===== src/rtl/ex_mul_stage_pkg.sv =====
// Shared encodings and types for the EX stage with its iterative multiplier.
// Holds the ALU opcodes, the forwarding selects and the multiplier FSM states.
package ex_mul_stage_pkg;

  localparam int MUL_CYCLES = 32;
  localparam int CNT_W      = $clog2(MUL_CYCLES);

  typedef enum logic [2:0] {
    ALU_AND  = 3'b000,
    ALU_XOR  = 3'b001,
    ALU_SLL  = 3'b010,
    ALU_ADD  = 3'b011,
    ALU_SUB  = 3'b100,
    ALU_MUL  = 3'b101,
    ALU_ADDI = 3'b110,
    ALU_SRAI = 3'b111
  } alu_ctrl_e;

  typedef enum logic [1:0] {
    FWD_REG     = 2'b00,
    FWD_WB      = 2'b01,
    FWD_MEM     = 2'b10,
    FWD_REG_ALT = 2'b11
  } fwd_sel_e;

  typedef enum logic [1:0] {
    MUL_IDLE = 2'b00,
    MUL_BUSY = 2'b01,
    MUL_DONE = 2'b10
  } mul_state_e;

  typedef struct packed {
    logic reg_write;
    logic mem_to_reg;
    logic mem_read;
    logic mem_write;
  } ex_ctrl_t;

endpackage


===== src/rtl/ex_mul_stage_mul.sv =====
// Shift-add multiplier: one partial product per step, low DATA_W bits kept.
// Two's-complement wrap makes the low word correct for signed operands too.
module mul_iter
  import ex_mul_stage_pkg::*;
#(
  parameter int DATA_W = 32
) (
  input  logic              clk,
  input  logic              rst_n,
  input  logic              start,
  input  logic              step,
  input  logic [DATA_W-1:0] op_a,
  input  logic [DATA_W-1:0] op_b,
  output logic [DATA_W-1:0] product,
  output logic              last
);

  logic signed [DATA_W-1:0] a_q;
  logic        [DATA_W-1:0] b_q;
  logic signed [DATA_W-1:0] acc_q;
  logic        [CNT_W-1:0]  cnt_q;

  always_ff @(posedge clk) begin
    if (!rst_n) begin
      a_q   <= '0;
      b_q   <= '0;
      acc_q <= '0;
      cnt_q <= '0;
    end else if (start) begin
      a_q   <= op_a;
      b_q   <= op_b;
      acc_q <= '0;
      cnt_q <= '0;
    end else if (step) begin
      if (b_q[0]) begin
        acc_q <= acc_q + a_q;
      end
      a_q   <= a_q <<< 1;
      b_q   <= b_q >> 1;
      cnt_q <= cnt_q + 1'b1;
    end
  end

  assign product = acc_q;
  assign last    = (cnt_q == CNT_W'(MUL_CYCLES - 1));

endmodule


===== src/rtl/ex_mul_stage.sv =====
// EX stage: operand forwarding, single-cycle ALU, multi-cycle MUL with stall,
// and the EX/MEM pipeline register.
module ex_mul_stage
  import ex_mul_stage_pkg::*;
#(
  parameter int DATA_W = 32
) (
  input  logic              clk_i,
  input  logic              rst_i,
  input  logic [DATA_W-1:0] RS1data_i,
  input  logic [DATA_W-1:0] RS2data_i,
  input  logic [DATA_W-1:0] Imm_i,
  input  logic              ALUSrc_i,
  input  logic [2:0]        ALUCtrl_i,
  input  logic              RegWrite_i,
  input  logic              MemtoReg_i,
  input  logic              MemRead_i,
  input  logic              MemWrite_i,
  input  logic [4:0]        Rd_i,
  input  logic [1:0]        Forward_A_i,
  input  logic [1:0]        Forward_B_i,
  input  logic [DATA_W-1:0] MEM_ALUResult_i,
  input  logic [DATA_W-1:0] WB_WriteData_i,
  output logic              Stall_o,
  output logic [DATA_W-1:0] ALUResult_o,
  output logic [DATA_W-1:0] MemData_o,
  output logic              RegWrite_o,
  output logic              MemtoReg_o,
  output logic              MemRead_o,
  output logic              MemWrite_o,
  output logic [4:0]        Rd_o
);

  function automatic logic signed [DATA_W-1:0] fwd_pick(
    input logic [1:0]               sel,
    input logic signed [DATA_W-1:0] reg_v,
    input logic signed [DATA_W-1:0] mem_v,
    input logic signed [DATA_W-1:0] wb_v
  );
    case (sel)
      FWD_MEM: fwd_pick = mem_v;
      FWD_WB:  fwd_pick = wb_v;
      default: fwd_pick = reg_v;
    endcase
  endfunction

  function automatic logic signed [DATA_W-1:0] alu_op(
    input logic [2:0]               op,
    input logic signed [DATA_W-1:0] a,
    input logic signed [DATA_W-1:0] b
  );
    case (op)
      ALU_AND:           alu_op = a & b;
      ALU_XOR:           alu_op = a ^ b;
      ALU_SLL:           alu_op = a << b[4:0];
      ALU_ADD, ALU_ADDI: alu_op = a + b;
      ALU_SUB:           alu_op = a - b;
      ALU_SRAI:          alu_op = a >>> b[4:0];
      default:           alu_op = '0;
    endcase
  endfunction

  mul_state_e state_q, state_d;

  logic signed [DATA_W-1:0] fwd_a_p0, fwd_b_p0, op_b_p0, alu_res_p0;
  logic                     mul_req, mul_start, mul_step, mul_last;
  logic        [DATA_W-1:0] mul_product;
  ex_ctrl_t                 ctrl_p0, held_ctrl, ctrl_p1;
  logic        [4:0]        held_rd;
  logic        [DATA_W-1:0] held_store;

  // EX stage (p0): forwarding muxes and single-cycle ALU
  assign fwd_a_p0   = fwd_pick(Forward_A_i, RS1data_i, MEM_ALUResult_i, WB_WriteData_i);
  assign fwd_b_p0   = fwd_pick(Forward_B_i, RS2data_i, MEM_ALUResult_i, WB_WriteData_i);
  assign op_b_p0    = ALUSrc_i ? Imm_i : fwd_b_p0;
  assign alu_res_p0 = alu_op(ALUCtrl_i, fwd_a_p0, op_b_p0);
  assign mul_req    = (ALUCtrl_i == ALU_MUL);
  assign ctrl_p0    = '{reg_write: RegWrite_i, mem_to_reg: MemtoReg_i,
                        mem_read: MemRead_i, mem_write: MemWrite_i};

  always_ff @(posedge clk_i) begin
    if (!rst_i) state_q <= MUL_IDLE;
    else        state_q <= state_d;
  end

  always_comb begin
    state_d   = state_q;
    Stall_o   = 1'b0;
    mul_start = 1'b0;
    mul_step  = 1'b0;
    case (state_q)
      MUL_IDLE: begin
        if (mul_req) begin
          Stall_o   = 1'b1;
          mul_start = 1'b1;
          state_d   = MUL_BUSY;
        end
      end
      MUL_BUSY: begin
        Stall_o  = 1'b1;
        mul_step = 1'b1;
        if (mul_last) state_d = MUL_DONE;
      end
      MUL_DONE: state_d = MUL_IDLE;
      default:  state_d = MUL_IDLE;
    endcase
  end

  mul_iter #(.DATA_W(DATA_W)) u_mul (
    .clk     (clk_i),
    .rst_n   (rst_i),
    .start   (mul_start),
    .step    (mul_step),
    .op_a    (fwd_a_p0),
    .op_b    (op_b_p0),
    .product (mul_product),
    .last    (mul_last)
  );

  // The MUL's own ID/EX fields are captured at start so DONE never depends on
  // what the held ID/EX register or the forwarding paths show later.
  always_ff @(posedge clk_i) begin
    if (!rst_i)         held_ctrl <= '0;
    else if (mul_start) held_ctrl <= ctrl_p0;
  end

  always_ff @(posedge clk_i) begin
    if (mul_start) begin
      held_rd    <= Rd_i;
      held_store <= fwd_b_p0;
    end
  end

  // EX/MEM boundary (p1)
  always_ff @(posedge clk_i) begin
    if (!rst_i) begin
      ctrl_p1     <= '0;
      ALUResult_o <= '0;
      MemData_o   <= '0;
      Rd_o        <= '0;
    end else if (Stall_o) begin
      ctrl_p1 <= '0;
    end else if (state_q == MUL_DONE) begin
      ctrl_p1     <= held_ctrl;
      ALUResult_o <= mul_product;
      MemData_o   <= held_store;
      Rd_o        <= held_rd;
    end else begin
      ctrl_p1     <= ctrl_p0;
      ALUResult_o <= alu_res_p0;
      MemData_o   <= fwd_b_p0;
      Rd_o        <= Rd_i;
    end
  end

  assign RegWrite_o = ctrl_p1.reg_write;
  assign MemtoReg_o = ctrl_p1.mem_to_reg;
  assign MemRead_o  = ctrl_p1.mem_read;
  assign MemWrite_o = ctrl_p1.mem_write;

endmodule


===== config.mk =====
export PLATFORM = sky130hd
export DESIGN_NAME = ex_mul_stage
export DESIGN_NICKNAME = d
export VERILOG_FILES = /design/src/rtl/ex_mul_stage_pkg.sv /design/src/rtl/ex_mul_stage_mul.sv /design/src/rtl/ex_mul_stage.sv
export SDC_FILE = /design/constraint.sdc
export NUM_CORES = 1
export LEC_CHECK = 0
export BUFFER_PORTS_ARGS = -buffer_cell sky130_fd_sc_hd__buf_2
export CAP_MARGIN = 20
export CELL_PAD_IN_SITES_DETAIL_PLACEMENT = 1
export CELL_PAD_IN_SITES_GLOBAL_PLACEMENT = 2
export CORE_ASPECT_RATIO = 1.1
export CORE_MARGIN = 5
export CORE_UTILIZATION = 31
export CTS_CLUSTER_SIZE = 25
export DETAILED_ROUTE_END_ITERATION = 12
export PLACE_DENSITY_LB_ADDON = 0.1
export SYNTH_ARGS = -nofsm -noshare
export SYNTH_HDL_FRONTEND = slang
export SYNTH_SLANG_ARGS = --single-unit

===== constraint.sdc =====
create_clock -name clk_i -period 5.9 [get_ports clk_i]
set_input_delay 0.59 -clock clk_i [delete_from_list [all_inputs] [get_ports clk_i]]
set_output_delay 0.59 -clock clk_i [all_outputs]
set_load 0.01 [all_outputs]

# Yosys cells after proc, flatten, opt, wreduce, memory -nomap -nowiden

Index checks and enable logic that the tools add are counted.

Add/subtract/negate cells: 4
Eq/ne operators: 16
Shift-type cells: 2
Mux-type cells: 19
Bitwise logic cells: 3
Reduce and logical (&&, ||, !) cells: 8

Operators with widths:

| cell                  | count |
|---|---|
| $mux W32              | 7 |
| $pmux W32 S6          | 1 |
| $pmux W32 S2          | 2 |
| $add A32 B32 Y32      | 2 |
| $and A32 B32 Y32      | 1 |
| $shl A32 B5 Y32       | 1 |
| $sshr A32 B5 Y32      | 1 |
| $sub A32 B32 Y32      | 1 |
| $xor A32 B32 Y32      | 1 |
| $eq A3 B3 Y1 const B  | 4 |
| $eq A2 B1 Y1 const B  | 3 |
| $eq A2 B2 Y1 const B  | 3 |
| $eq A3 B2 Y1 const B  | 2 |
| $reduce_or A2 Y1      | 3 |
| $add A5 B1 Y5 const B | 1 |
| $eq A5 B5 Y1 const B  | 1 |
| $mux W5               | 1 |
| $mux W2               | 2 |
| $mux W4               | 1 |
| $ne A2 B2 Y1 const B  | 2 |
| $pmux W2 S2           | 1 |
| $reduce_and A2 Y1     | 2 |
| $eq A3 B1 Y1 const B  | 1 |
| $logic_not A3 Y1      | 1 |
| other kinds (5)       | 7 |

Register bits after elaboration: 217
Input port bits: 179
Output and inout bits: 74
Word-level logic and storage cells: 70

# Logic depth before layout (Yosys ltp)

Gate-level depths: netlist of the first run.

Depth in word-level cells: 6
Depth in mapped cells: 26
Depth with buffers taken out: 22

# Cells and area by module

Synthesis of the first run repeated with hierarchy kept, for this count alone.

Cells, all modules: 2532
Area, all modules: 19655.1 sq um

By module, submodules not included:

| module       | instances | cells an instance | area an instance (sq um) | seq. area each (sq um) |
|---|---|---|---|---|
| ex_mul_stage | 1         | 1790              | 13640.6                  | 2692.6 |
| mul_iter     | 1         | 742               | 6014.5                   | 2021.9 |

# Worst setup path before layout of the first run

OpenSTA, ideal clock, no wires.

Path kind: input port to flip-flop
From: in Forward_B_i[0]
To: reg ALUResult_o[31]
Library setup time: 121 ps
Arrival time: 5598 ps
Data required time: 5779 ps
Setup slack: 181 ps
Stages on the path: 26
Path buffers: 4
Path through: inv_1 > ha_1 > buf_2 > a221oi_2 > o31a_1 > buf_2 > buf_1 > clkbuf_1 > ha_1 > and4_1 > nor2b_1 > nand2b_1 > nor4_1 > inv_1 > o21ai_1 > xor2_1 > ha_1 > a21oi_1 > o21ai_0 > or3_1 > a31oi_1 > nor3_1 > a41o_1 > a31oi_1 > xnor2_1 > o21ai_1

Word-level cells in the longest chain between the ends: 6
Elaborated cells between the ends (all ways): 12
Classes of those cells: 2 x add/sub; 2 x eq/ne; 2 x shift; 4 x mux; 2 x bitwise

Ends and longest elaborated chain:

| what                                                | line                | text |
|---|---|---|
| from (decl)                                         | ex_mul_stage.sv:21  | `input logic [1:0] Forward_B_i,` |
| $eq A2 B1 Y1 / $eq A2 B2 Y1 (equally long branches) | ex_mul_stage.sv:40  | `case (sel)` |
| $pmux W32 S2 (*)                                    | ex_mul_stage.sv:40  |  |
| $mux W32 (*)                                        | ex_mul_stage.sv:75  | `assign op_b_p0 = ALUSrc_i ? Imm_i : fwd_b_p0;` |
| $sub A32 B32 Y32 (tied with other cells)            | ex_mul_stage.sv:57  | `ALU_SUB: alu_op = a - b;` |
| $pmux W32 S6 (*)                                    | ex_mul_stage.sv:52  | `case (op)` |
| $mux W32 (*)                                        | ex_mul_stage.sv:143 | `end else if (state_q == MUL_DONE) begin` |
| to (signal assigned)                                | ex_mul_stage.sv:145 | `ALUResult_o <= mul_product;` |
| to (signal assigned)                                | ex_mul_stage.sv:150 | `ALUResult_o <= alu_res_p0;` |
| to (decl)                                           | ex_mul_stage.sv:25  | `output logic [DATA_W-1:0] ALUResult_o,` |

Every way passes the cells marked *; elsewhere a longest branch is shown, timed or not.
A chain may end at the register's enable or synchronous reset.

# Final worst setup path of the first run

From: in Forward_B_i[0]
To: reg ALUResult_o[24]

Same word-level chain as after synthesis.

==> results of run 1 <==
-- layout make-up --
type / instances / area, um2 / share of cell area
Clock buffer: 45 / 847 / 0.0389
Clock inverter: 9 / 110 / 0.00506
Inverter: 36 / 135 / 0.00621
Multi-Input combinational cell: 2021 / 12900 / 0.591
Sequential cell: 217 / 4710 / 0.217
Tap cell: 760 / 951 / 0.0437
Timing Repair Buffer: 367 / 2130 / 0.0981
-- sequential cells by signal, summed over array words and instances (netlist names) --
| register | count |
|---|---|
| u_mul.cnt_q | 5 |
| held_store | 32 |
| state_q | 2 |
| ALUResult_o | 32 |
| Rd_o | 5 |
| MemWrite_o | 1 |
| u_mul.product | 32 |
| RegWrite_o | 1 |
| MemtoReg_o | 1 |
| held_ctrl | 4 |
| MemRead_o | 1 |
| MemData_o | 32 |
| u_mul.a_q | 32 |
| held_rd | 5 |
| u_mul.b_q | 32 |
-- cells by family after synthesis --
| group | count (synthesis) |
|---|---|
| AND/OR/NAND/NOR | 856 |
| AO/OA/AOI/OAI | 803 |
| flip-flops | 217 |
| buffers and inverters | 216 |
| multiplexers | 168 |
| adder cells (fa/ha/maj) | 110 |
| XOR/XNOR | 84 |
-- per-layer routing --
layer | track usage | vias to the layer above | share of wire
met4 | 0.0804 | 0 | 0.031
met5 | 0 | - | 0
met2 | 0.462 | 587 | 0.46
met3 | 0.0345 | 130 | 0.042
met1 | 0.365 | 10100 | 0.46
li1 | - | 9417 | -
-- power breakdown --
part	internal [W]	switching, W	total, W
Combinational	0.000799	0.00149	0.00229
Sequential	0.00161	0.0000658	0.00167
Clock	0.00107	0.000770	0.00184
Total	0.00348	0.00233	0.00581
-- final timing paths --
kind	end	start	slack (ns)	cells after the start
setup reg to reg	u_mul.product[30]$_SDFFE_PP0P_	u_mul.a_q[0]$_SDFFE_PN0N_	2.10	13
hold / removal	held_rd[2]$_DFFE_PP_	Rd_i[2]	0.18	1
hold reg to reg	Rd_o[2]$_SDFFE_PN0N_	Rd_o[2]$_SDFFE_PN0N_	0.45	2
setup / recovery	ALUResult_o[24]$_SDFFE_PN0N_	Forward_B_i[0]	0.56	20
-- per-stage QoR --
step | hold WS (ns) | cells
after floorplan | 0.432 | 2454
after global placement | 0.431 | 3398
after detailed placement | 0.441 | 3400
after CTS | 0.149 | 3454
after global routing | 0.159 | 3455
final | 0.182 | 3455
-- worst max-delay path: cells and delay by family --
family                   cells  cell delay [ns]
XOR/XNOR                     2             0.40
AND/OR/NAND/NOR              5             2.03
AO/OA/AOI/OAI                9             1.75
buffers and inverters        2             0.14
adder cells (fa/ha/maj)      2             0.86
-- cells in the final DEF (no fill, tap or decap), drive strengths merged, types with 21 or more instances in the layout --
cell / Yosys / final
a31oi: 31 / 31
xnor2: 52 / 52
nand3: 36 / 36
a21o: 21 / 21
mux2: 36 / 36
a211oi: 34 / 34
o211ai: 31 / 31
edfxtp: 37 / 37
a21oi: 192 / 192
a311oi: 36 / 36
a22oi: 87 / 87
nor2b: 29 / 29
mux2i: 128 / 128
nor3: 40 / 40
dfxtp: 180 / 180
ha: 108 / 108
nor2: 178 / 178
nand2: 481 / 481
xor2: 32 / 32
o21ai: 205 / 205
a221oi: 27 / 27
clkbuf: 131 / 46
nand2b: 26 / 26
buf: 49 / 366
inv: 36 / 38
==> results.md, run 1 <==
- The run finished with clean final reports.
- Dividing the final minimum period by the clock period gives 0.905.
- Clock tree synthesis inserted a total of 29 buffers.
- The peak supply drop is 217 uV.
- Clock-pin slew was measured on the worst setup and hold paths at 0.06 ns.
- The via density per instance is 5.85.
- By startpoint and endpoint, the worst setup path is classified as input pin to flop.
- Setup slack closes at 0.562 ns.
- The cell type with the highest aggregate area in the netlist is sky130_fd_sc_hd__dfxtp_1.
- STA classifies the critical path endpoint as a flop.
- The count of buffers added on input and output ports is 252.
- The largest fanout of any net on the critical path is 22.
- The layout has 7210 filler cells.
- Setup violations remaining at the end of the flow were counted as 0.
- The maximum number of pins on one net before global-route repair is 72.
- Setup repair after global routing left no endpoint under its margin.
- Relative to the synthesized area, the layout overhead comes to 18.4%.
- The net count of the finished layout is 2961.
- After synthesis the netlist holds a flip-flop and latch count of 217.
- The synthesized area per cell is 7.49 um2.
- The total power consumption of the routed design is 0.00581 W.
- The share of the synthesized area in compound gates (AO/OA/AOI/OAI) is 0.286.
- Of the total synthesized cell area, the portion taken by full adders, half adders and majority gates is 0.0757.
- The quantity of gates resized following cts is 0.
- The clock tree from TritonCTS is yes.
- The signal arrival time at the worst endpoint is 5.79 ns.
- The antenna violation net count after detailed routing is 0.
- 253 I/O pins were placed.
- Counting flops with a built-in enable in the synthesized netlist gives 37.
- The initial utilization of the core area, before any placement, comes to 0.314.
- For this design, the CTS-stage hold fixing added 0 buffers.
- The number of DRC violations after detailed routing is 0.
- The slowest stage of the critical path belongs to the cell sky130_fd_sc_hd__ha_2.
- At the pin with the least slew margin, the transition time is 1.13 ns.
- The share of synthesized area in the top cell type comes to 0.196.
- The mux share of post-synthesis cell area is 0.0966.
- The number of max-capacitance violations reported is 0.
- The number of global-route vias before repair came to 20800.
- The static leakage is 9.27 nW.
- Power spread over the standard cell area amounts to 267 nW/um2.
- The fraction of final layout cells sized beyond drive strength 1 is 0.184.
- The number of unique standard cell types used by synthesis is 82.
- The number of antenna diodes in the final layout is 0.
- After the first detailed-routing iteration, the DRC count stood at 1243.
- The aggregate global routing overflow is 0.
- Clock tree synthesis selected as its root buffer the cell sky130_fd_sc_hd__clkbuf_16.
- The initial antenna violation count was 1.
- The number of detailed-route iterations in the first pass is 7.
- The clock tree skew after final layout is 0.0143 ns.
- The number of setup buffers added after CTS is 0.
- CTS built an H-tree with a depth of 1.
- At the placement stage, the worst setup path has a slack of -0.0523 ns.
- The floorplan step defined a core boundary enclosing 58600 um2.
- The die covers 64300 um2.
- Wires add up to 92400 um.
- The placement-stage cell area is 20800 um2.
- The gate count of the mapped netlist is 2454.
- The detailed placement HPWL is 70900 um.
- The cell row count is 93.
- At the end of the flow the core is filled with cells to 0.371.
- The element type at the critical path start is an input pin.
- The count of endpoints failing hold in the final timing report is 0.
- In the post-synthesis netlist, the biggest area contributors are sky130_fd_sc_hd__dfxtp_1 20%, sky130_fd_sc_hd__nand2_1 9.8%, sky130_fd_sc_hd__ha_1 7.3%.
- The path class of the tightest hold or removal check is input pin to flop.
- The worst relative slew slack is 0.244.
- For this run, the slowest stage of the critical path takes 0.56 ns.
- The final weighted congestion of routability-driven global placement is 0.951.
- Of the total synthesized cell area, the portion taken by AND, OR, NAND and NOR gates is 0.198.
- After synthesis, the largest family of logic cells by area is compound AO/OA/AOI/OAI gates.
- In this run the vertical extent of the chip is 265 um.
- The most instantiated library cell after synthesis is sky130_fd_sc_hd__nand2_1.
- Across every metal layer, demand over resource in global routing totals 0.273.
- The share of async-settable or async-resettable flops after synthesis is 0.
- The xor/xnor cell area share of the yosys netlist is 0.0404.
- The signal on the critical path passes through buf_2 > inv_1 > ha_2 > nor2b_1 > o31ai_2 > or3_1 > or3_1 > or3_4 > o21ai_1 > xor2_1 > ha_1 > a21oi_1 > o21ai_0 > o21ai_0 > a31oi_1 > or4_1 > a41o_1 > xor2_1 > a2111oi_0 > o22ai_1.
- Dividing the detail-routed wire length by the instance count gives 26.7 um.
- Timing would allow up to 0.187 GHz.
- Measured along the x axis, the die boundary spans 242 um.
- The most used flip-flop cell after synthesis is sky130_fd_sc_hd__dfxtp_1.
- The required arrival time at the worst endpoint is 6.36 ns.
- The total standard cell area after synthesis is 18400 um2.
- The max-slew violation count is 0.
- Summing over every cut layer, the via total after detailed routing is 20200.
- CTS saw 217 sinks.
- By count the netlist is led by 481 x sky130_fd_sc_hd__nand2_1, 192 x sky130_fd_sc_hd__a21oi_1, 180 x sky130_fd_sc_hd__dfxtp_1.
- The post-route setup TNS is 0 ns.
- The first-pass GRT wire length is 138000 um.
- Counting along the longest clock path gives a buffer depth of 3.
- The number of nets in the synthesized netlist is 2743.
- Yosys printed 0 warnings.
- Of the synthesized area, sequential elements account for 0.256.
- The finished cells cover 21800 um2.
- The worst path in the final design needs a cycle of 5.34 ns, including I/O delays and setup.
- The latest clock arrival within the worst-skew pair is 0.60 ns.
No activity file was read; power rests on OpenSTA's default activity.
==> run 2: changes to the inputs <==
--- a/config.mk
+++ b/config.mk
@@ -5,13 +5,14 @@
 export SDC_FILE = /design/constraint.sdc
 export NUM_CORES = 1
 export LEC_CHECK = 0
+export ABC_AREA = 1
 export BUFFER_PORTS_ARGS = -buffer_cell sky130_fd_sc_hd__buf_2
 export CAP_MARGIN = 20
 export CELL_PAD_IN_SITES_DETAIL_PLACEMENT = 1
 export CELL_PAD_IN_SITES_GLOBAL_PLACEMENT = 2
 export CORE_ASPECT_RATIO = 1.1
 export CORE_MARGIN = 5
-export CORE_UTILIZATION = 31
+export CORE_UTILIZATION = 29
 export CTS_CLUSTER_SIZE = 25
 export DETAILED_ROUTE_END_ITERATION = 12
 export PLACE_DENSITY_LB_ADDON = 0.1
==> run 2 against run 1 <==
  * Wire length is 25% higher
  * Area after synthesis is 9.2% higher
  * First-iteration DRC count is 32% higher
  * Non-clock buffer count is 42 lower
  * Sequential power hardly changed
  * Die area is 16% higher
  * Highest routed layer is now met5
  * Cell area is 5.9% higher
  * Setup slack better by 0.61 ns
==> results.md, run 2 <==
- The number of max-capacitance violations reported is 0 (unchanged).
- The most instantiated library cell after synthesis is sky130_fd_sc_hd__nand2_1 (unchanged).
- The overall routed net length is 115000 um (was 92400 um).
- The area of the core is 68900 um2 (was 58600 um2).
- The number of levels in the clock H-tree was 1 (unchanged).
- Most used standard cells in the synthesized netlist: 999 x sky130_fd_sc_hd__nand2_1, 470 x sky130_fd_sc_hd__nand3_1, 256 x sky130_fd_sc_hd__inv_1 (was 481 x sky130_fd_sc_hd__nand2_1, 192 x sky130_fd_sc_hd__a21oi_1, 180 x sky130_fd_sc_hd__dfxtp_1).
- The total track usage came to 0.297 (was 0.273).
- The net count of the mapped netlist is 3592 (was 2743).
- The share of async-settable or async-resettable flops after synthesis is 0 (unchanged).
- The largest fanout of any net on the critical path is 68 (was 22).
- The layout net count was 3763 (was 2961).
- The number of buffers added for setup after CTS was 0 (unchanged).
- The overall via count from detail_route came to 24000 (was 20200).
- The required arrival time at the worst endpoint was 6.34 ns (was 6.36 ns).
- The number of storage elements in the synthesis netlist is 217 (unchanged).
- The number of buffers inserted for hold repair after clock tree synthesis is 0 (unchanged).
- The synthesized area per cell is 6.08 um2 (was 7.49 um2).
- The time the worst path needs with I/O delays and setup was 4.73 ns (was 5.34 ns).
- The critical path's largest stage delay came to 0.60 ns (was 0.56 ns).
- The final setup violation count is 0 (unchanged).
- The initial antenna violation count was 4 (was 1).
- The static leakage was 11.0 nW (was 9.27 nW).
- The effective utilization at floorplan is 0.292 (was 0.314).
- Unrepaired setup endpoints after global routing: false (unchanged).
- The worst relative slew slack is 0.214 (was 0.244).
- The cell family with the largest share of critical-path delay is compound AO/OA/AOI/OAI gates (was simple AND/OR/NAND/NOR gates).
- The worst hold margin is 0.207 ns (was 0.182 ns).
- The most numerous cell type found on the critical path is sky130_fd_sc_hd__nand2_1.
- The signal arrival time at the worst endpoint is 5.16 ns (was 5.79 ns).
- The first-pass GRT wire length is 166000 um (was 138000 um).
- The growth of design area from synthesis to finish came to 14.8% (was 18.4%).
- The number of buffers inserted during clock tree synthesis is 26 (was 29).
- Largest cells by area after synthesis: sky130_fd_sc_hd__nand2_1 19%, sky130_fd_sc_hd__dfxtp_1 18%, sky130_fd_sc_hd__nand3_1 12% (was sky130_fd_sc_hd__dfxtp_1 20%, sky130_fd_sc_hd__nand2_1 9.8%, sky130_fd_sc_hd__ha_1 7.3%).
- The gate count of the mapped netlist is 3303 (was 2454).
- The fraction of final layout cells sized beyond drive strength 1 is 0.136 (was 0.184).
- The width of the die is 261 um (was 242 um).
- The post-route setup TNS is 0 ns (unchanged).
- The final weighted congestion of routability-driven global placement is 0.953 (was 0.951).
- The floorplan die area is 74600 um2 (was 64300 um2).
- The count of placed standard cells in the final layout, fillers left out is 4423 (was 3455).
- The peak supply drop is 133 uV (was 217 uV).
- The number of flops mapped to enable cells by yosys came to 37 (unchanged).
- The number of fillers in the final layout was 9118 (was 7210).
- The number of detailed-route iterations in the first pass is 7 (unchanged).
- The count of routing violations after the opening detailed-route iteration is 1635 (was 1243).
- The cell row count is 101 (was 93).
- The quantity of gates resized following cts is 0 (unchanged).
- The total of warnings raised by yosys came to 0 (unchanged).
- The aggregate global routing overflow is 0 (unchanged).
- The type of destination of the critical path is a flop (unchanged).
- The measured slew at the worst slew-check pin is 1.17 ns (was 1.13 ns).
- The detailed placement HPWL was 94200 um (was 70900 um).
- The count of endpoints failing hold in the final timing report was 0 (unchanged).
- Outcome: complete, no violations (unchanged).
- The via density per instance is 5.43 (was 5.85).
- The part of the cycle the worst path needs is 0.801 (was 0.905).
- The antenna violation net count after detailed routing was 0 (unchanged).
- The number of global-route vias before repair is 24400 (was 20800).
- The element type at the critical path start is an input pin (unchanged).
- The vertical die dimension was 286 um (was 265 um).
- The count of input and output buffers is 252 (unchanged).
- The count of buffer and inverter cells on the critical path is 4 (was 2).
- The post-synthesis sequential area ratio is 0.235 (was 0.256).
- The total standard cell area after synthesis came to 20100 um2 (was 18400 um2).
- The latest clock arrival within the worst-skew pair is 0.57 ns (was 0.60 ns).
- The maximum number of pins on one net before global-route repair is 74 (was 72).
- The most used flip-flop cell after synthesis is sky130_fd_sc_hd__dfxtp_1 (unchanged).
- The CTS clock-pin slew for the worst setup and hold paths is 0.07 ns (was 0.06 ns).
- The portion of synthesized cell area occupied by the leading cell type is 0.187 (was 0.196).
- The maximum clock path buffer count is 3 (unchanged).
- The ratio of total power to cell area is 259 nW/um2 (was 267 nW/um2).
- The clock sink total is 217 (unchanged).
- The class of the tightest hold or removal check is input pin to flop (unchanged).
- The max-slew violation count is 0 (unchanged).
- The placed instance count is 4373 (was 3400).
- Critical path cell sequence: buf_2 > inv_1 > ha_1 > inv_6 > nand2_1 > nand3_1 > nand2_2 > buf_4 > o21ai_0 > fa_1 > o21ai_0 > a21oi_1 > o21ai_0 > nand2_1 > nand2_1 > nand2_1 > nand2_1 > nand2_1 > nand3_1 > nand2_1 > o21ai_1 > a21oi_1 (was buf_2 > inv_1 > ha_2 > nor2b_1 > o31ai_2 > or3_1 > or3_1 > or3_4 > o21ai_1 > xor2_1 > ha_1 > a21oi_1 > o21ai_0 > o21ai_0 > a31oi_1 > or4_1 > a41o_1 > xor2_1 > a2111oi_0 > o22ai_1).
- Commonest non-fill, non-tap cells in the layout: 996 x sky130_fd_sc_hd__nand2_1, 470 x sky130_fd_sc_hd__nand3_1, 254 x sky130_fd_sc_hd__inv_1 (was 480 x sky130_fd_sc_hd__nand2_1, 252 x sky130_fd_sc_hd__buf_2, 192 x sky130_fd_sc_hd__a21oi_1).
- The highest-delay cell along the critical path was sky130_fd_sc_hd__buf_4 (was sky130_fd_sc_hd__ha_2).
- The highest attainable clock frequency is 0.212 GHz (was 0.187 GHz).
- The clock tree skew after final layout is 0.0211 ns (was 0.0143 ns).
- The leading cell type in the layout, fill and taps excluded is sky130_fd_sc_hd__nand2_1 (unchanged).
- The final standard cell utilization of the core was 0.335 (was 0.371).
- The number of primary I/O pins is 253 (unchanged).
- The number of DRC violations after detailed routing is 0 (unchanged).
- The worst-case register-to-register setup slack was 2.61 ns (was 2.10 ns).
- The cell type with the highest aggregate area in the netlist is sky130_fd_sc_hd__nand2_1 (was sky130_fd_sc_hd__dfxtp_1).
- The clock tree from TritonCTS is yes (unchanged).
- The root buffer cell is sky130_fd_sc_hd__clkbuf_16 (unchanged).
- The critical setup path kind is input pin to flop (unchanged).
- The mean routed wirelength per cell is 26.0 um (was 26.7 um).
- The number of unique standard cell types used by synthesis is 58 (was 82).
-- run 2: cell types whose count changed after synthesis, sizes merged, moves of 42 or more --
cell,previous run,this run
nand2,481,1025
nand3,36,477
inv,36,264
mux2i,128,0
a22oi,87,29
or2,7,62
xnor2,52,8
nor2,178,220
-- run 2: layout make-up --
type / instances / area (um2) / area share
multi-input cells: 2634 / 13500 / 0.584
flip-flops and latches: 217 / 4710 / 0.205
repair buffers: 325 / 1830 / 0.0796
well taps: 927 / 1160 / 0.0503
inverters: 270 / 1020 / 0.0443
clock buffers: 32 / 704 / 0.0306
clock inverters: 15 / 151 / 0.00657
diodes: 3 / 7.51 / 0.000326
-- run 2: path summary, 6_finish.rpt --
check / from / depth (start not counted) / endpoint
max: Forward_B_i[0] / 22 / ALUResult_o[22]$_SDFFE_PN0N_
min: Rd_i[1] / 1 / held_rd[1]$_DFFE_PP_
max reg2reg: state_q[0]$_SDFFE_PN0P_ / 12 / u_mul.product[21]$_SDFFE_PP0P_
min reg2reg: u_mul.cnt_q[4]$_SDFFE_PP0P_ / 2 / u_mul.cnt_q[4]$_SDFFE_PP0P_
-- run 2: per-layer routing --
metal  global-route usage  wire length, um
met5                    0                8
met4                0.121             5740
met3               0.0219             4110
met1                0.388            50800
met2                0.506            54600
-- run 2: worst reg2reg max path: stages (launching register included) --
cell and delay [ns]:
sky130_fd_sc_hd__dfxtp_1 0.34, sky130_fd_sc_hd__inv_1 0.08, sky130_fd_sc_hd__nor2_2 0.09, sky130_fd_sc_hd__buf_4 0.44
sky130_fd_sc_hd__clkinv_1 0.13, sky130_fd_sc_hd__buf_4 0.28, sky130_fd_sc_hd__nor2_2 0.12, sky130_fd_sc_hd__buf_4 0.43
sky130_fd_sc_hd__inv_1 0.66, sky130_fd_sc_hd__a21oi_1 0.31, sky130_fd_sc_hd__o21ai_0 0.13, sky130_fd_sc_hd__o211ai_1 0.10
sky130_fd_sc_hd__inv_1 0.06
-- run 2: metrics by stage --
| stage | instance area [um2] | setup WS, ns | total power, W |
|---|---|---|---|
| 2_1_floorplan | 20100 | 1.53 | 0.00323 |
| 3_3_place_gp | 22200 | 0.759 | 0.00433 |
| 3_5_place_dp | 22200 | 0.724 | 0.00435 |
| 4_1_cts | 23000 | 1.32 | 0.00599 |
| 5_1_grt | 23000 | 0.927 | 0.00629 |
| 6_report | 23000 | 1.17 | 0.00598 |
-- run 2: cells by family after synthesis --
logic type | share of synthesized area
compound gates | 0.184
simple gates | 0.397
xor+xnor | 0.0188
fa+ha+maj | 0.0693
flops | 0.235
buf+inv | 0.0964
-- run 2: report_power, final --
group / switching (W) / leakage, nW / total, W / internal (W)
Sequential: 0.0000694 / 1.82 / 0.00168 / 0.00161
Combinational: 0.00191 / 8.80 / 0.00267 / 0.000758
Clock: 0.000720 / 0.413 / 0.00163 / 0.000906
Total: 0.00270 / 11.0 / 0.00598 / 0.00328
==> run 3: changes to the inputs <==
--- a/config.mk
+++ b/config.mk
@@ -12,7 +12,7 @@
 export CELL_PAD_IN_SITES_GLOBAL_PLACEMENT = 2
 export CORE_ASPECT_RATIO = 1.1
 export CORE_MARGIN = 5
-export CORE_UTILIZATION = 29
+export CORE_UTILIZATION = 32
 export CTS_CLUSTER_SIZE = 25
 export DETAILED_ROUTE_END_ITERATION = 12
 export PLACE_DENSITY_LB_ADDON = 0.1
==> constraint.sdc (replaced) <==
create_clock -name clk_i -period 5 [get_ports clk_i]
set_input_delay 0.5 -clock clk_i [delete_from_list [all_inputs] [get_ports clk_i]]
set_output_delay 0.5 -clock clk_i [all_outputs]
set_load 0.01 [all_outputs]
==> run 3 against run 2 <==
  * Total power grew 23%
  * Sequential share of layout area shrank 0.63 points
  * Critical path type unchanged
  * Non-clock buffer count grew 102
  * Sequential cell count is the same
  * Sequential power grew 18%
  * Critical path depth grew 6
==> results.md, run 3 (synthesized netlist as in run 2, its figures left out) <==
- The number of detailed-route iterations in the first pass is 5 (was 7).
- The number of global-route vias before repair was 25200 (was 24400).
- The highest attainable clock frequency is 0.226 GHz.
- The maximum number of pins on one net before global-route repair is 76 (was 74).
- The maximum clock path buffer count was 3 (unchanged).
- The final weighted congestion of routability-driven global placement was 0.998 (was 0.953).
- The growth of design area from synthesis to finish is 18.4% (was 14.8%).
- The number of fillers in the final layout is 8291 (was 9118).
- The register area is 4710 um2 (unchanged).
- Outcome: complete, no violations (unchanged).
- The largest fanout of any net on the critical path is 22 (was 68).
- The layout net count was 3864 (was 3763).
- The final setup violation count is 0 (unchanged).
- The cell row count is 96 (was 101).
- The static leakage is 11.6 nW (was 11.0 nW).
- The width of the die was 249 um (was 261 um).
- The detailed placement HPWL is 91900 um (was 94200 um).
- The count of routing violations after the opening detailed-route iteration is 1761 (was 1635).
- The peak supply drop came to 229 uV (was 133 uV).
- The ratio of total power to cell area is 310 nW/um2 (was 259 nW/um2).
- The critical path's largest stage delay is 0.45 ns (was 0.60 ns).
- The number of buffers inserted during clock tree synthesis is 25 (was 26).
- The time the worst path needs with I/O delays and setup is 4.42 ns.
- The signal arrival time at the worst endpoint is 4.84 ns (was 5.16 ns).
- The max-slew violation count is 0 (unchanged).
- The post-route setup TNS came to 0 ns (unchanged).
- The post-layout worst setup margin is 0.577 ns (was 1.17 ns).
- The overall via count from detail_route came to 24500 (was 24000).
- The met1 routing resource usage after global routing is 0.415 (was 0.388).
- The count of placed standard cells in the final layout, fillers left out is 4430 (was 4423).
- The worst relative slew slack is 0.261 (was 0.214).
- The start point of the worst min-delay path is Rd_i[0] (was Rd_i[1]).
- The latest clock arrival within the worst-skew pair was 0.55 ns (was 0.57 ns).
- The number of buffers added for setup after CTS is 0 (unchanged).
- The met2 routing resource usage after global routing is 0.551 (was 0.506).
- The launching point of the worst reg2reg path was state_q[1]$_SDFFE_PN0P_ (was state_q[0]$_SDFFE_PN0P_).
- The area of the core is 62300 um2 (was 68900 um2).
- The vertical die dimension is 273 um (was 286 um).
- The pre-CTS worst setup slack came to 0.114 ns (was 0.724 ns).
- The initial antenna violation count is 8 (was 4).
- The element type at the critical path start is an input pin (unchanged).
- The measured slew at the worst slew-check pin was 1.11 ns (was 1.17 ns).
- The total track usage is 0.318 (was 0.297).
- The first-pass GRT wire length is 166000 um (about the same).
- The placed instance count came to 4381 (was 4373).
- Commonest non-fill, non-tap cells in the layout: 996 x sky130_fd_sc_hd__nand2_1, 470 x sky130_fd_sc_hd__nand3_1, 254 x sky130_fd_sc_hd__inv_1 (unchanged).
- The CTS clock-pin slew for the worst setup and hold paths came to 0.07 ns (about the same).
- The worst flop-to-flop path endpoint is ALUResult_o[16]$_SDFFE_PN0N_ (was u_mul.product[21]$_SDFFE_PP0P_).
- The cell depth of the worst flop-to-flop path is 10 (was 12).
- The leading cell type in the layout, fill and taps excluded is sky130_fd_sc_hd__nand2_1 (unchanged).
- The overall routed net length came to 113000 um (was 115000 um).
- The clock tree skew after final layout came to 0.0299 ns (was 0.0211 ns).
- The required arrival time at the worst endpoint is 5.42 ns (was 6.34 ns).
- The fraction of final layout cells sized beyond drive strength 1 was 0.160 (was 0.136).
- The number of primary I/O pins is 253 (unchanged).
- The total power consumption of the routed design is 0.00738 W (was 0.00598 W).
- The type of destination of the critical path is a flop (unchanged).
- The aggregate global routing overflow came to 0 (unchanged).
- The via density per instance is 5.53 (was 5.43).
- The number of buffers inserted for hold repair after clock tree synthesis is 0 (unchanged).
- The quantity of gates resized following cts is 0 (unchanged).
- The global routing usage on met3 was 0.0251 (was 0.0219).
- The most utilized layer in the global route result is met2 (unchanged).
- The critical setup path kind is input pin to flop (unchanged).
- The clock tree from TritonCTS is yes (unchanged).
- The endpoint of the worst hold-timing path was held_rd[0]$_DFFE_PP_ (was held_rd[1]$_DFFE_PP_).
- The highest-delay cell along the critical path was sky130_fd_sc_hd__ha_1 (was sky130_fd_sc_hd__buf_4).
- The class of the tightest hold or removal check is input pin to flop (unchanged).
- The floorplan die area is 67900 um2 (was 74600 um2).
- The part of the cycle the worst path needs is 0.885.
- The clock sink total is 217 (unchanged).
- The count of input and output buffers is 252 (unchanged).
- The hold-critical path depth was 1 (unchanged).
- The mean routed wirelength per cell came to 25.5 um (was 26.0 um).
- The effective utilization at floorplan is 0.322 (was 0.292).
- The number of max-capacitance violations reported is 0 (unchanged).
- The area of the multi-input gates is 13500 um2 (unchanged).
- The worst-case register-to-register setup slack is 1.53 ns (was 2.61 ns).
- The root buffer cell is sky130_fd_sc_hd__clkbuf_16 (unchanged).
- The number of DRC violations after detailed routing is 0 (unchanged).
- Unrepaired setup endpoints after global routing: false (unchanged).
- The count of endpoints failing hold in the final timing report was 0 (unchanged).
- The number of levels in the clock H-tree was 1 (unchanged).
- The antenna violation net count after detailed routing is 0 (unchanged).
==> run 3: changes by cell type in the layout (fill, tap and decap cells not counted), moves of 2 or more <==
cell,previous run,this run
sky130_fd_sc_hd__buf_12,2,6
sky130_fd_sc_hd__buf_4,71,169
sky130_fd_sc_hd__bufinv_16,1,5
sky130_fd_sc_hd__clkbuf_1,4,2
sky130_fd_sc_hd__clkbuf_16,27,25
sky130_fd_sc_hd__clkinv_2,6,3
sky130_fd_sc_hd__clkinv_4,5,3
==> run 3: worst max-delay path by stage <==
| stage | start | endpoint | slack, ns | depth (start not counted) |
|---|---|---|---|---|
| 3_5_place_dp | Forward_B_i[0] | ALUResult_o[28]$_SDFFE_PN0N_ | 0.11 | 29 |
| 3_3_place_gp | Forward_B_i[0] | ALUResult_o[28]$_SDFFE_PN0N_ | 0.19 | 29 |
| 5_1_grt | Forward_B_i[0] | ALUResult_o[28]$_SDFFE_PN0N_ | 0.34 | 28 |
| 6_report | Forward_B_i[0] | ALUResult_o[28]$_SDFFE_PN0N_ | 0.58 | 28 |
| 4_1_cts | Forward_B_i[0] | ALUResult_o[28]$_SDFFE_PN0N_ | 0.67 | 29 |
| 2_1_floorplan | Forward_B_i[0] | ALUResult_o[31]$_SDFFE_PN0N_ | 0.72 | 32 |
==> run 3: layer usage <==
layer	wire length [um]	vias to the layer above
met1	49400	12100
met3	4810	175
met4	4850	4
met5	27	-
li1	-	11600
met2	53900	692
==> run 3: layout make-up <==
type / instances / area share
clock inverter: 16 / 0.00952
multi-input combinational: 2634 / 0.566
tap: 833 / 0.0438
antenna: 4 / 0.000421
sequential: 217 / 0.198
clock buffer: 29 / 0.0278
timing repair buffer: 427 / 0.111
inverter: 270 / 0.0429
==> run 3: stage by stage <==
stage | area (um2) | hold WS [ns] | utilization
global route | 23800 | 0.121 | 0.381
finish | 23800 | 0.140 | 0.381
detailed placement | 22900 | 0.461 | 0.367
global placement | 22900 | 0.449 | 0.367
floorplan | 20100 | 0.445 | -
CTS | 23800 | 0.115 | 0.381
==> run 3: critical path, delay by kind of cell <==
| kind | cells | cell delay (ns) |
|---|---|---|
| and+or+nand+nor | 12 | 1.61 |
| adders and majority gates | 2 | 0.83 |
| buffers and inverters | 6 | 0.61 |
| AOI/OAI and AO/OA | 7 | 1.20 |
| xor gates and xnor gates | 1 | 0.09 |
==> run 3: where the power goes <==
part	switching, W	total [W]	internal [W]
logic	0.00229	0.00338	0.00109
registers	0.0000816	0.00198	0.00190
clock network	0.000801	0.00201	0.00121
total	0.00318	0.00738	0.00420
